## config.mk

```make
export PLATFORM = sky130hd
export DESIGN_NAME = wide_add_seq
export DESIGN_NICKNAME = d
export VERILOG_FILES = /design/src/rtl/wide_add_pkg.sv /design/src/rtl/add_slice.sv /design/src/rtl/wide_add_seq.sv
export SDC_FILE = /design/constraint.sdc
export NUM_CORES = 1
export LEC_CHECK = 0
export ABC_AREA = 1
export CAP_MARGIN = 20
export CORE_MARGIN = 5
export CORE_UTILIZATION = 51
export CTS_CLUSTER_DIAMETER = 30
export DETAILED_ROUTE_END_ITERATION = 6
export PLACE_DENSITY = 0.89
export SLEW_MARGIN = 20
export SYNTH_ARGS = -nofsm -noshare
export SYNTH_HDL_FRONTEND = slang
export SYNTH_HIERARCHICAL = 1
export SYNTH_SLANG_ARGS = --single-unit
```

## constraint.sdc

```tcl
create_clock -name clk -period 3.85 [get_ports clk]
set_clock_uncertainty 0.05 [all_clocks]
set_input_delay 0.77 -clock clk [delete_from_list [all_inputs] [get_ports clk]]
set_output_delay 0.77 -clock clk [all_outputs]
set_load 0.01 [all_outputs]
```

## src/rtl/wide_add_pkg.sv

```systemverilog
// Shared types and defaults for the sliced wide-add sequencer.
// The optional subtract mode is controlled by the WIDE_ADD_SEQ_SUB_EN macro in wide_add_seq.
package wide_add_pkg;

  typedef enum logic [1:0] {
    IDLE = 2'd0,
    RUN  = 2'd1,
    DONE = 2'd2
  } state_e;

  localparam int DEF_WORD_W    = 16;
  localparam int DEF_NUM_WORDS = 4;

  // Slice index width; never narrower than one bit.
  function automatic int idx_w(input int n);
    return (n > 2) ? $clog2(n) : 1;
  endfunction

endpackage

```

## src/rtl/add_slice.sv

```systemverilog
// Combinational WORD_W-bit slice adder with carry-in and carry-out.
module add_slice #(
  parameter int WORD_W = 16
) (
  input  logic [WORD_W-1:0] a_i,
  input  logic [WORD_W-1:0] b_i,
  input  logic              cin_i,
  output logic [WORD_W-1:0] sum_o,
  output logic              cout_o
);

  assign {cout_o, sum_o} = {1'b0, a_i} + {1'b0, b_i} + {{WORD_W{1'b0}}, cin_i};

endmodule

```

## src/rtl/wide_add_seq.sv

```systemverilog
// Multi-cycle NUM_WORDS x WORD_W adder built on one shared slice adder, LSB slice first.
// Define WIDE_ADD_SEQ_SUB_EN to add the sub_i port (A - B via inverted B and forced carry-in).
module wide_add_seq
  import wide_add_pkg::*;
#(
  parameter  int WORD_W    = DEF_WORD_W,
  parameter  int NUM_WORDS = DEF_NUM_WORDS,
  localparam int N         = WORD_W * NUM_WORDS,
  localparam int IW        = idx_w(NUM_WORDS)
) (
  input  logic         clk,
  input  logic         rst,
  input  logic         in_valid,
  output logic         in_ready,
  input  logic [N-1:0] a_i,
  input  logic [N-1:0] b_i,
  input  logic         cin_i,
`ifdef WIDE_ADD_SEQ_SUB_EN
  input  logic         sub_i,
`endif
  output logic         out_valid,
  input  logic         out_ready,
  output logic [N-1:0] sum_o,
  output logic         cout_o,
  output logic         busy_o
);

  state_e                            state_q;
  logic [IW-1:0]                     idx_q;
  logic                              carry_q;
  logic                              cout_q;
  logic [NUM_WORDS-1:0][WORD_W-1:0]  a_q;
  logic [NUM_WORDS-1:0][WORD_W-1:0]  b_q;
  logic [NUM_WORDS-1:0][WORD_W-1:0]  sum_q;

  logic [N-1:0]      b_d;
  logic              carry_d;
  logic [WORD_W-1:0] slice_sum;
  logic              slice_cout;

  // Operand conditioning happens once at acceptance so the slice path stays a plain adder.
  always_comb begin
    b_d     = b_i;
    carry_d = cin_i;
`ifdef WIDE_ADD_SEQ_SUB_EN
    if (sub_i) begin
      b_d     = ~b_i;
      carry_d = 1'b1;
    end
`endif
  end

  add_slice #(.WORD_W(WORD_W)) u_slice (
    .a_i   (a_q[idx_q]),
    .b_i   (b_q[idx_q]),
    .cin_i (carry_q),
    .sum_o (slice_sum),
    .cout_o(slice_cout)
  );

  always_ff @(posedge clk) begin
    if (rst) begin
      state_q <= IDLE;
      idx_q   <= '0;
      carry_q <= 1'b0;
      cout_q  <= 1'b0;
      a_q     <= '0;
      b_q     <= '0;
      sum_q   <= '0;
    end else begin
      case (state_q)
        IDLE: begin
          if (in_valid) begin
            a_q     <= a_i;
            b_q     <= b_d;
            carry_q <= carry_d;
            idx_q   <= '0;
            state_q <= RUN;
          end
        end
        RUN: begin
          sum_q[idx_q] <= slice_sum;
          carry_q      <= slice_cout;
          if (idx_q == IW'(NUM_WORDS - 1)) begin
            cout_q  <= slice_cout;
            state_q <= DONE;
          end else begin
            idx_q <= idx_q + 1'b1;
          end
        end
        DONE: begin
          if (out_ready) state_q <= IDLE;
        end
        default: state_q <= IDLE;
      endcase
    end
  end

  assign in_ready  = (state_q == IDLE);
  assign out_valid = (state_q == DONE);
  assign busy_o    = (state_q != IDLE);
  assign sum_o     = sum_q;
  assign cout_o    = cout_q;

endmodule

```

==> results.toml, run 1 <==
[die]
core_area_um2 = 17240
ios = 201
initial_core_util = 0.5174
die_w_um = 142.2
die_h_um = 142.2
dieArea_um2 = 20230
rows = 48

[yosys]
yosys_register_bits = 198
yosys-top-cells-area = "dfxtp_1 44%, nor2_1 19%, o21ai_0 11%, o21ai_1 3.5%, nand2_1 3.5%"
syn_area_um2 = 8919
synth_area_per_cell_um2 = 7.135
ys_types = 35
synth_fa_ha_area_frac = 0.03114
async_flop_share = 0
synth_fp_nets = 1404
synth_xor_area_frac = 0.006874
synthMuxAreaShare = 0
yosysTopAreaCell = "dfxtp_1"
synth_compound_area_frac = 0.1747
synth-simple-area-share = 0.2702
ys_warn_count = 6
yosysSeqAreaShare = 0.4444
synth_edf_count = 0
ys_top_cells_by_count = "459 x nor2_1, 198 x dfxtp_1, 196 x o21ai_0, 82 x nand2_1, 62 x o21ai_1"
synthFlopType = "dfxtp_1"
synth_top_family_by_area = "simple AND/OR/NAND/NOR gates"
syn-instance-count = 1250
yosysTopAreaCellShare = 0.4444
synth.most_common_cell = "nor2_1"

[clock_tree]
clkTransAtPathRegs_ns = 0.07
cts_htree_levels = 4
clock_latency_ns = 0.43
post_cts_resized = 0
postCtsSetupRepairBufs = 0
cts-root-buf = "clkbuf_16"
cts_tree = "yes"
postCtsHoldBufs = 0
cts_buffer_depth = 2
cts_sinks = 198
cts_made_buffers = 17

[routing]
viasPerCell = 5.432
dr.first_iter.drc_count = 931
dr.pass1.iters = 5
num_vias = 8892
drtAntennaViolNets = 0
wl_um = 26520
drcViolationCount = 0
wl_per_cell_um = 16.20

[worst_setup_path]
critPathBufInv = 1
crit_family = "adder cells"
arrival_ns = 3.47
path_cells = "buf_4 -> o21ai_0 -> o22ai_1 -> fa_1 -> fa_1 -> nand2_1 -> nand2_1 -> nand3b_1 -> nand2_2 -> xor2_1 -> nor2_1 -> nor2_1"
cp_max_fo = 67
critPathKind = "flip-flop to flip-flop"
startpoint_type = "flip-flop"
crit_slowest_cell = "fa_1"
cp-end-kind = "flip-flop"
required_ns = 4.16
slowest_delay_ns = 0.49

[pwr]
switching_share = 0.3102
power_density_nw_per_um2 = 466.3
switching_power_w = 0.001654
combinationalPowerShare = 0.246
finalPower_w = 0.005331
p_seq_frac = 0.430
ir_drop_uv = 392.4
p_leak_nw = 4.950
clkPwrFrac = 0.324
p_int_w = 0.003678

[status]
outcome = "finished, final reports clean"

[global_route]
grt_pass1_vias = 8579
track_usage = 0.2603
antenna_found_initial = 1
grt-ovfl-total = 0
grt_max_degree = 130
grt_first_pass_wirelength_um = 42410

[timing]
slew_violations = 0
hold_slack_ns = 0.4307
fin_crit_sh = 0.8197
fmax_mhz = 316.9
finalSetupTns_ns = 0
min_period_ns = 3.156
max_slew_margin = 0.3041
hold_viol_final = 0
setup_viol = 0
tightest_slew_ns = 1.044
grt_setup_unrepaired = "false"

[hold_path]
hold_class = "flip-flop to flip-flop"

[placement]
port-buffer-count = 200
dp_hpwl_um = 18500
gp_congestion = 0.9084

[final_layout]
layout-drive-gt1-share = 0.05670
finalNetCount = 1555
area_growth_pct = 28.21

[run]
maxCapViolations = 0
-- final cells by class --
cell class	count	area (um2)
well taps	225	281.5
fillers	1383	5802
clock inverters	6	68.82
diodes	1	2.502
inverters	55	212.7
multi-input cells	920	4312
repair buffers	209	2095
clock buffers	23	498.0
flip-flops and latches	198	3965
-- routing by layer --
metal	wire, um	global-route usage
met1	10380	0.3098
met3	1740	0.05175
met2	13030	0.4455
met5	0	0
met4	1359	0.1338
-- tightest hold or removal path: cells and delay by family, from the launching register on --
kind | cells | cell delay (ns)
AND/OR/NAND/NOR | 2 | 0.13
flip-flops | 1 | 0.32
-- state kept, by name, indices dropped and copies added, names as in the netlist --
| signal | flops |
|---|---|
| a_q | 64 |
| b_q | 64 |
| sum_o | 64 |
| idx_q | 2 |
| state_q | 2 |
| carry_q | 1 |
| cout_o | 1 |
-- worst paths after layout --
kind | slack, ns | startpoint | end | depth (start not counted)
setup / recovery | 0.69 | idx_q[0]$_SDFFE_PP0P_ | sum_o[6]$_SDFFE_PP0P_ | 12
hold / removal | 0.43 | b_q[22]$_SDFFE_PP0P_ | b_q[22]$_SDFFE_PP0P_ | 2
setup reg to reg | 0.69 | idx_q[0]$_SDFFE_PP0P_ | sum_o[6]$_SDFFE_PP0P_ | 12
hold reg to reg | 0.43 | b_q[22]$_SDFFE_PP0P_ | b_q[22]$_SDFFE_PP0P_ | 2
-- cell usage in the layout, fill, tap and decap left out, types with 3 or more instances in the layout --
master           instances
clkdlybuf4s50_1        200
nor2_2                   9
o21ai_0                196
inv_2                    7
nor2_1                 459
nor2_8                   4
nand2_1                 82
clkbuf_8                 5
nand2_2                  9
ha_1                    19
buf_4                    7
clkbuf_16               17
o22ai_1                 32
nor3_2                   3
dfxtp_1                197
inv_1                   45
a21oi_1                 10
nand3_1                 12
xor2_1                   6
o21ai_1                 62
-- cell families (layout without fill, tap and decap cells) --
| family | count (synthesis) | after routing |
|---|---|---|
| AOI/OAI and AO/OA | 302 | 302 |
| xor gates and xnor gates | 7 | 7 |
| adders and majority gates | 21 | 21 |
| buffers and inverters | 132 | 293 |
| DFF | 198 | 198 |
| other | 0 | 1 |
| and+or+nand+nor | 590 | 590 |
-- stage by stage --
stage / util / instance area [um2] / setup slack, ns / instances
after floorplan: - / 8919 / 0.9983 / 1250
after global placement: 0.6304 / 10870 / 0.9109 / 1607
after detailed placement: 0.6304 / 10870 / 0.8643 / 1607
after CTS: 0.6633 / 11430 / 0.7342 / 1636
after global routing: 0.6634 / 11430 / 0.5530 / 1637
final: 0.6634 / 11430 / 0.6942 / 1637
-- power by group through the flow --
stage	clock [W]	sequential, W	combinational (W)
after floorplan	0	0.00233	0.000812
after global routing	0.00183	0.00231	0.00144
after global placement	0	0.00233	0.00126
after CTS	0.00173	0.00229	0.00130
after detailed placement	0	0.00233	0.00128
final	0.00173	0.00229	0.00131
(Power assumes the default switching activity.)
==> inputs of run 2 (changes only) <==
==> constraint.sdc (replaced) <==
create_clock -name clk -period 3 [get_ports clk]
set_clock_uncertainty 0.05 [all_clocks]
set_input_delay 0.6 -clock clk [delete_from_list [all_inputs] [get_ports clk]]
set_output_delay 0.6 -clock clk [all_outputs]
set_load 0.01 [all_outputs]
==> results.toml, run 2 (synthesis gave the netlist of run 1 again) <==
[timing]
grt_setup_unrepaired = "false"
fmax_mhz = 346.8
slew_violations = 0
min_period_ns = 2.884
tightest_slew_ns = 0.5153
finalSetupTns_ns = 0
fin_crit_sh = 0.9612
hold_viol_final = 0
max_slew_margin = 0.6565
setup_viol = 0

[pwr]
switching_power_w = 0.002164
power_density_nw_per_um2 = 603.7
combinationalPowerShare = 0.242
switching_share = 0.3100
p_int_w = 0.004818
p_leak_nw = 5.009
clkPwrFrac = 0.337
p_seq_frac = 0.421
ir_drop_uv = 459.2

[routing]
wl_per_cell_um = 15.76
drtAntennaViolNets = 0
route.met3.wl_um = 1929
wl_met1_um = 10510
route.met2.wl_um = 12110
top_layer = "met4"
dr.pass1.iters = 7
viasPerCell = 5.375
wl_um = 25880
drcViolationCount = 0
num_vias = 8826
dr.first_iter.drc_count = 805

[final_layout]
layout-drive-gt1-share = 0.06281
antenna_cells = 0
finalNetCount = 1559
final_cells = 1642
design_area_um2 = 11570
multi_input_area_um2 = 4327
area.sequential_um2 = 3965
layout_common_cells = "459 x nor2_1, 200 x clkdlybuf4s50_1, 197 x dfxtp_1"
area_growth_pct = 29.69
final_common_cell = "nor2_1"
fillers = 1355

[worst_setup_path]
critPathBufInv = 1
rr_worst_depth = 13
startpoint = "idx_q[0]$_SDFFE_PP0P_"
critPathKind = "flip-flop to flip-flop"
cp_max_fo = 67
arrival_ns = 3.20
cp-end-kind = "flip-flop"
slowest_delay_ns = 0.48
cp_common_cell = "nand2_1"
required_ns = 3.32
startpoint_type = "flip-flop"
crit_cells = 13
crit_slowest_cell = "fa_1"
path_cells = "buf_12 -> o21ai_0 -> o22ai_1 -> fa_1 -> fa_1 -> nand2_1 -> nand2_1 -> and2_4 -> nand2_1 -> nand2_1 -> xor2_1 -> nor2_1 -> nor2_1"
r2r-start = "idx_q[0]$_SDFFE_PP0P_"
crit_family = "adder cells"

[global_route]
grt-ovfl-total = 0
grt_first_pass_wirelength_um = 41160
grt_pass1_vias = 8362
grt_max_degree = 130
antenna_found_initial = 0
track_usage = 0.2511

[placement]
dpl_cell_area_um2 = 10950
dpl.cell_count = 1611
port-buffer-count = 200
dp_hpwl_um = 18700
gp_congestion = 0.8785

[die]
ios = 201
core_area_um2 = 17240
dieArea_um2 = 20230
die_h_um = 142.2
die_w_um = 142.2
initial_core_util = 0.5174
rows = 48

[hold_path]
min_path_cells = 2
hold_class = "flip-flop to flip-flop"
worstHoldStart = "a_q[43]$_SDFFE_PP0P_"

[clock_tree]
cts_made_buffers = 17
cts_tree = "yes"
cts_htree_levels = 4
postCtsSetupRepairBufs = 0
cts-root-buf = "clkbuf_16"
clock_latency_ns = 0.43
cts_sinks = 198
clkTransAtPathRegs_ns = 0.07
cts_buffer_depth = 2

[run]
maxCapViolations = 0

[status]
outcome = "finished, final reports clean"
-- run 2: changes by cell type in the layout (fill, tap and decap cells not counted), moves of 2 or more --
cell       previous run  this run
clkbuf_8              5         0
buf_12                2         6
o22ai_1              32        30
clkinv_2              2         4
o22ai_2               0         2
inv_8                 0         4
bufinv_16             1         3
-- run 2: per-layer routing --
layer	vias to the layer above	GRT usage
met5	-	0
met4	0	0.1303
met3	98	0.05645
met2	396	0.4097
met1	3979	0.3113
li1	4353	-
-- run 2: final cells by class --
class	count	share of cell area
inverters	55	0.01861
well taps	225	0.02434
flip-flops and latches	198	0.3428
clock inverters	13	0.01504
repair buffers	213	0.1880
multi-input cells	920	0.3741
clock buffers	18	0.03711
-- run 2: worst reg2reg max path: stages (launching register included) --
cell,delay [ns]
dfxtp_2,0.35
buf_12,0.19
o21ai_0,0.26
o22ai_1,0.13
fa_1,0.48
fa_1,0.43
nand2_1,0.10
nand2_1,0.07
and2_4,0.16
nand2_1,0.05
nand2_1,0.05
xor2_1,0.28
nor2_1,0.10
nor2_1,0.12
-- run 2: final timing paths --
| kind | to | slack (ns) |
|---|---|---|
| max | sum_o[24]$_SDFFE_PP0P_ | 0.12 |
| max reg2reg | sum_o[24]$_SDFFE_PP0P_ | 0.12 |
| min reg2reg | a_q[43]$_SDFFE_PP0P_ | 0.43 |
| min | a_q[43]$_SDFFE_PP0P_ | 0.43 |
-- run 2: per-stage QoR --
stage	util	power (W)	setup slack, ns	hold slack [ns]
finish	0.6710	0.006982	0.1165	0.4308
global route	0.6710	0.007299	0.001985	0.4559
CTS	0.6700	0.006968	0.1404	0.4322
detailed placement	0.6350	0.004655	0.1643	0.4167
global placement	0.6350	0.004617	0.2554	0.4071
floorplan	-	0.004031	0.1483	0.3995
-- run 2: power by group through the flow --
stage | clock network (W) | registers, W | logic, W
2_1_floorplan | 0 | 0.00299 | 0.00104
3_3_place_gp | 0 | 0.00299 | 0.00162
3_5_place_dp | 0 | 0.00300 | 0.00166
4_1_cts | 0.00236 | 0.00294 | 0.00167
5_1_grt | 0.00247 | 0.00296 | 0.00187
6_report | 0.00235 | 0.00294 | 0.00169
-- run 2: timing repair --
item	4_1_cts	5_1_grt
hold buffers	0	0
resized for setup	0	6
endpoints found under the setup margin	0	10
